### src/rtl/register_bank_scoreboard.sv
// register_bank_scoreboard
// 32-entry MIPS general-purpose register bank with a per-register busy
// scoreboard. Register 0 is hardwired to zero and can never be marked busy.
// Writes become visible on Registers_Out the cycle after the clock edge; there
// is no write-through bypass, so Stall is likewise released one cycle after the
// writeback edge.
module register_bank_scoreboard #(
  parameter int                    DATA_WIDTH = 32,
  parameter logic [DATA_WIDTH-1:0] GP_INIT    = 32'h1000_8000,
  parameter logic [DATA_WIDTH-1:0] SP_INIT    = 32'h7FFF_EFFC
) (
  input  logic                     clk,
  input  logic                     reset,
  input  logic                     Reg_Write,
  input  logic [4:0]               Write_Register,
  input  logic [DATA_WIDTH-1:0]    Write_Data,
  input  logic                     Issue_Valid,
  input  logic [4:0]               Issue_Register,
  input  logic [4:0]               Rs_Sel,
  input  logic [4:0]               Rt_Sel,
  output logic [32*DATA_WIDTH-1:0] Registers_Out,
  output logic [31:0]              Busy_Out,
  output logic                     Stall
);

  localparam logic [4:0] GP_IDX = 5'd28;
  localparam logic [4:0] SP_IDX = 5'd29;

  logic [DATA_WIDTH-1:0] regs_q [32];
  logic [DATA_WIDTH-1:0] regs_d [32];
  logic [31:0]           busy_q;
  logic [31:0]           busy_d;
  logic                  write_en_s;
  logic                  issue_en_s;

  // Reset value of register idx: $gp and $sp get their ABI start values.
  function automatic logic [DATA_WIDTH-1:0] reset_value(input logic [4:0] idx);
    logic [DATA_WIDTH-1:0] val;
    case (idx)
      GP_IDX:  val = GP_INIT;
      SP_IDX:  val = SP_INIT;
      default: val = {DATA_WIDTH{1'b0}};
    endcase
    return val;
  endfunction

  // Qualify writeback and issue: any access that targets register 0 is ignored.
  always_comb begin
    write_en_s = 1'b0;
    issue_en_s = 1'b0;
    if (Reg_Write && (Write_Register != 5'd0)) begin
      write_en_s = 1'b1;
    end else begin
      write_en_s = 1'b0;
    end
    if (Issue_Valid && (Issue_Register != 5'd0)) begin
      issue_en_s = 1'b1;
    end else begin
      issue_en_s = 1'b0;
    end
  end

  // Next-state for the bank and scoreboard; set is applied after clear so a
  // younger issue to the same register wins over the older writeback.
  always_comb begin
    for (int k = 0; k < 32; k++) begin
      regs_d[k] = regs_q[k];
    end
    busy_d = busy_q;
    if (write_en_s) begin
      regs_d[Write_Register] = Write_Data;
      busy_d[Write_Register] = 1'b0;
    end else begin
      busy_d = busy_d;
    end
    if (issue_en_s) begin
      busy_d[Issue_Register] = 1'b1;
    end else begin
      busy_d = busy_d;
    end
    regs_d[0] = {DATA_WIDTH{1'b0}};
    busy_d[0] = 1'b0;
  end

  // State update; synchronous reset overrides any concurrent write or issue.
  always_ff @(posedge clk) begin
    if (reset) begin
      for (int k = 0; k < 32; k++) begin
        regs_q[k] <= reset_value(5'(k));
      end
      busy_q <= 32'h0000_0000;
    end else begin
      for (int k = 0; k < 32; k++) begin
        regs_q[k] <= regs_d[k];
      end
      busy_q <= busy_d;
    end
  end

  // Flatten the bank for the read-port multiplexers; slice k is register k.
  always_comb begin
    Registers_Out = {(32*DATA_WIDTH){1'b0}};
    for (int k = 0; k < 32; k++) begin
      Registers_Out[k*DATA_WIDTH +: DATA_WIDTH] = regs_q[k];
    end
  end

  // Hazard detect from the registered scoreboard only (no bypass path).
  always_comb begin
    Busy_Out = busy_q;
    Stall    = busy_q[Rs_Sel] | busy_q[Rt_Sel];
  end

endmodule
### config.mk
export PLATFORM = sky130hd
export DESIGN_NAME = register_bank_scoreboard
export DESIGN_NICKNAME = d
export VERILOG_FILES = /design/src/rtl/register_bank_scoreboard.sv
export SDC_FILE = /design/constraint.sdc
export NUM_CORES = 2
export LEC_CHECK = 0
export CAP_MARGIN = 10
export CELL_PAD_IN_SITES_DETAIL_PLACEMENT = 0
export CELL_PAD_IN_SITES_GLOBAL_PLACEMENT = 2
export CORE_AREA = 3 3 436 438
export DETAILED_ROUTE_END_ITERATION = 8
export DIE_AREA = 0 0 439 441
export PLACE_DENSITY = 0.69
export RECOVER_POWER = 25
export SETUP_SLACK_MARGIN = 0.3
export SLEW_MARGIN = 20
export SYNTH_ARGS = -nofsm -noshare
export SYNTH_HDL_FRONTEND = slang
export SYNTH_SLANG_ARGS = --single-unit
### constraint.sdc
create_clock -name clk -period 3.35 [get_ports clk]
set_input_delay 0.67 -clock clk [delete_from_list [all_inputs] [get_ports clk]]
set_output_delay 0.67 -clock clk [all_outputs]
set_load 0.005 [all_outputs]
# After elaboration in Yosys (flattened, before gate mapping)

Memories as Yosys holds them, arrays and structs flattened.
Index checks and enable logic that the tools add are counted.

$lt $le $gt $ge: 8
Mux-type cells: 54
Bitwise logic cells: 37
Reductions and logical operators: 7

Operators by type and width:

| kind                                                               | number |
|---|---|
| two-way mux 32 bit                                                 | 38 |
| bitwise mux 1024 bit                                               | 1 |
| two-way mux 992 bit                                                | 1 |
| demux 32 bit (select 5 bit)                                        | 1 |
| bitwise OR 1 bit                                                   | 33 |
| AND 32 bit                                                         | 1 |
| NOT 32 bit                                                         | 1 |
| bitwise OR 32 bit                                                  | 1 |
| < comparator 5 x 6 -> 1 bit (second input constant)                | 4 |
| binary-select mux 1 bit (select 5 bit)                             | 2 |
| demux 1 bit (select 5 bit)                                         | 2 |
| greater-or-equal comparator 5 x 1 -> 1 bit (second input constant) | 2 |
| nonzero test 5 bit                                                 | 2 |
| two-way mux 1 bit                                                  | 9 |
| greater-or-equal comparator 6 bit (second input constant)          | 1 |
| < comparator 6 x 1 -> 1 bit (second input constant)                | 1 |
| NOT 5 -> 6 bit                                                     | 1 |
| logical AND 1 bit                                                  | 5 |

Register bits: 32
Memory bits (writable): 1024
Bits of input ports: 56
Output and inout port bits: 1057
Logic and storage cells: 109
Memories: 1

Memory list:

| name   | depth | bits a word | read ports | clocked after memory_dff | wr ports | RTL line | RTL |
|---|---|---|---|---|---|---|---|
| regs_q | 32    | 32          | 32         | 0                        | 32       | 29       | `logic [DATA_WIDTH-1:0] regs_q [32];` |

# Logic depth before layout (Yosys ltp)

Depth in word-level cells: 9
Mapped depth: 7
Mapped depth without buffers: 4

# Least setup slack after synthesis

No wires, ideal clock.

Path kind: input to output
From: input Rt_Sel[0]
To: output Stall
Arrival time: 2.083 ns
Data required time: 2.680 ns
Path slack: 0.597 ns
Stages: 5
Buffers on the path: 1
Cells stage by stage: clkbuf_1 > mux4_2 > mux2i_1 > mux2i_1 > a221o_1

Cells in the longest elaborated chain, start to end: 3

Ends and longest elaborated chain:

| item                                    | RTL line | RTL |
|---|---|---|
| from (decl)                             | 20       | `input logic [4:0] Rt_Sel,` |
| binary-select mux 1 bit (select 5 bit)  | 111      | `Stall = busy_q[Rs_Sel] \| busy_q[Rt_Sel];` |
| two-way mux 1 bit (implied by the code) | 111      |  |
| bitwise OR 1 bit                        | 111      |  |
| to (decl)                               | 23       | `output logic Stall` |

Every way passes these cells. The select of a mux whose other input is x is not followed.

# Final worst setup path

From: register busy_q[11] (netlist: Busy_Out[11])
To: output Stall

Cells in the longest elaborated chain, start to end: 3
Elaborated cells on any way between the ends: 5
Those cells by class: mux: 4; bitwise: 1

Ends and longest elaborated chain:

| item                                    | RTL line | RTL |
|---|---|---|
| from (decl)                             | 31       | `logic [31:0] busy_q;` |
| from (signal assigned)                  | 96       | `busy_q <= busy_d;` |
| binary-select mux 1 bit (select 5 bit)  | 111      |  |
| two-way mux 1 bit (implied by the code) | 111      |  |
| bitwise OR 1 bit *                      | 111      |  |

Mark *: on every way between the ends. The rest lies on a longest branch, timed or not. The select of a mux whose other input is x is not followed.

==> impl_metrics.ini <==
[status]
outcome = finished clean

[min_path]
min_from = Write_Data[14]
holdCritPathClass = primary input to flip-flop
holdPathEnd = regs_q[1][174]$_SDFFE_PP0P_
hold_depth = 3

[global_routing]
grt_pass1_vias = 32900
grt_use_total_pct = 21.2
antenna_found_initial = 24
overflow = 0
grt_max_degree = 111
grt_pass1_wl_mm = 286

[synth]
ys_seq_elements = 1023
yosysTopAreaCell = dfxtp_1
ys_types = 40
dominantRegCellSynth = dfxtp_1
synth_seq_area_share_pct = 56.1
postSynthCellCount = 4560
ys_top_cells_by_area = dfxtp_1 (56%), nand2_1 (19%), a21oi_1 (12%)
ys_warn_count = 0
yosys.area.top_type_share_pct = 56.1
synth_edf_count = 0
avgSynthCellArea_sq_um = 8.01
synth-async-reset-ratio_pct = 0
synth_area_sq_um = 36500

[placement]
place_inst = 7879
dpl_cell_area_sq_um = 50700
portBuffers = 1079
pre_cts_ws_ns = -0.409
gp_routability_congestion = 0.802
hpwl_mm = 145

[sta]
setup_viol = 0
period_minus_slack_ns = 3.21
fin_crit_sh_pct = 95.7
rsz0062_at_grt = yes
fmax_mhz = 312
slew-limit-headroom_pct = 11.9
maxSlewViolCount = 0
worst_pin_slew_ns = 1.32
fin_setup_tns_ns = 0
setup_ws_ns = 0.144
hold_viol = 0
final.setup_skew_ns = 0

[route]
drtIter0Drc = 2681
ant_nets = 0
dr.pass1.iters = 7
wl_per_cell_um = 26.6
drt-total-wl_mm = 216
viasPerCell = 4.34
vias = 35200
drc_errors = 0

[cts]
clock_sinks = 1023
cts_buffer_depth = 3
clk_pin_slew_ns = 0.06
cts_hold_buffers = 0
cts-root-buf = clkbuf_16
cts_buffers = 120
clock_latency_ns = 0.77
tritoncts = built
cts-htree-levels = 3

[final_layout]
final_cell_mix = nand2_1 (1813), clkdlybuf4s50_1 (1036), dfxtp_1 (1003), a21oi_1 (866), nor2_1 (141)
seq_area_sq_um = 20500
fin_area_sq_um = 54300
layout_commonest_cell = nand2_1
drive_gt1_share_pct = 7.97
stdcell_count = 8116
num-nets-final = 5573
fillers = 19900
area_growth_pct = 48.7
multi_input_area_sq_um = 14300

[die]
core_sq_um = 187000
rows = 159
io_pins = 1113
initial_utilization_pct = 19.5
dieArea_sq_um = 194000
die_w_um = 439
die_h_um = 441

[setup_path]
slowest_delay_ns = 0.52
crit_start = Busy_Out[11]$_SDFF_PP0_
end_kind = output port
rr_startpoint = Busy_Out[12]$_SDFF_PP0_
path_cells = mux4_2 -> o22ai_2 -> o31ai_1 -> a221o_1 -> buf_2
cp_slowest_cell = mux4_2
r2r-end = Busy_Out[12]$_SDFF_PP0_
crit_arrival_ns = 2.54
worstPathMaxFanout = 4
worstSetupPathType = flip-flop to output port
r2r.worst_path.cells = 2
r2r_slack_ns = 2.47
crit_path_start_kind = flip-flop
required_ns = 2.68

[power_and_ir_drop]
ir_drop_uv = 415
power_mw = 26.6
power_density_nw_per_um2 = 491
leakage_nw = 18.6

[flow_run]
drv_cap = 0
layout make-up:
type / count / share of cell area (%)
Sequential cell: 1023 / 37.8
Clock inverter: 31 / 0.528
Multi-Input combinational cell: 3120 / 26.4
Timing Repair Buffer: 1250 / 23.0
Antenna cell: 12 / 0.0553
Inverter: 2 / 0.0138
Tap cell: 2495 / 5.75
Clock buffer: 183 / 6.43
per-stage QoR:
| stage | util [%] | hold WS [ns] |
|---|---|---|
| floorplan | - | 0.453 |
| global placement | 27.1 | 0.440 |
| detailed placement | 27.1 | 0.445 |
| CTS | 29.2 | 0.246 |
| global route | 29.0 | 0.287 |
| finish | 29.0 | 0.316 |
worst max path at each step:
stage | end
floorplan | Stall
global placement | Stall
detailed placement | Stall
CTS | Stall
global route | Stall
finish | Stall
report_power, final:
part           internal [mW]  leakage (nW)  switching [mW]  total, mW
clock network           7.29          1.84            5.50       12.8
logic                  0.427          8.47            1.10       1.53
registers               12.3          8.26          0.0585       12.3
total                   20.0          18.6            6.67       26.6
critical path, delay by kind of cell, from the launching register on:
kind	cells	cell delay (ns)
flops	1	0.40
buf+inv	1	0.16
compound gates	3	0.69
mux	1	0.52
registers in the layout (all words and copies together), names as in the netlist:
| register | count |
|---|---|
| regs_q | 992 |
| Busy_Out | 31 |
synthesized netlist by cell type, types with 3 or more instances:
| library cell | instances |
|---|---|
| a21oi_1 | 866 |
| a22oi_1 | 31 |
| and3_1 | 6 |
| and3b_1 | 8 |
| buf_1 | 33 |
| buf_2 | 93 |
| buf_4 | 33 |
| clkbuf_1 | 288 |
| dfxtp_1 | 1023 |
| mux2i_1 | 102 |
| mux4_2 | 15 |
| nand2_1 | 1819 |
| nand2b_1 | 8 |
| nand3_1 | 6 |
| nand3_2 | 4 |
| nand3b_1 | 38 |
| nor2_1 | 150 |
| nor2_2 | 3 |
| nor2_4 | 3 |
| nor3b_1 | 3 |
| o22ai_1 | 3 |
routing by layer:
| layer | up-vias | global-route usage (%) | wire, um | part of all wire (%) |
|---|---|---|---|---|
| met5 | - | 0 | 34 | 0.016 |
| met3 | 289 | 5.02 | 13700 | 6.4 |
| li1 | 16500 | - | - | - |
| met1 | 17100 | 25.5 | 87400 | 41 |
| met2 | 1321 | 37.0 | 107000 | 50 |
| met4 | 6 | 6.91 | 7300 | 3.4 |
what timing repair did:
item	in CTS	in global routing
gates resized for setup	39	12
setup buffers	7	4
setup endpoints to repair	1	1
pin swaps	5	4
logic make-up after synthesis:
kind of cell           after synthesis  share of synthesized area (%)
AND/OR/NAND/NOR                   2061                           22.1
flip-flops                        1023                           56.1
AO/OA/AOI/OAI                      907                           12.7
buffers and inverters              449                           5.27
multiplexers                       119                           3.78
other                                1                         0.0103
Power figures use the tool's default switching activity.
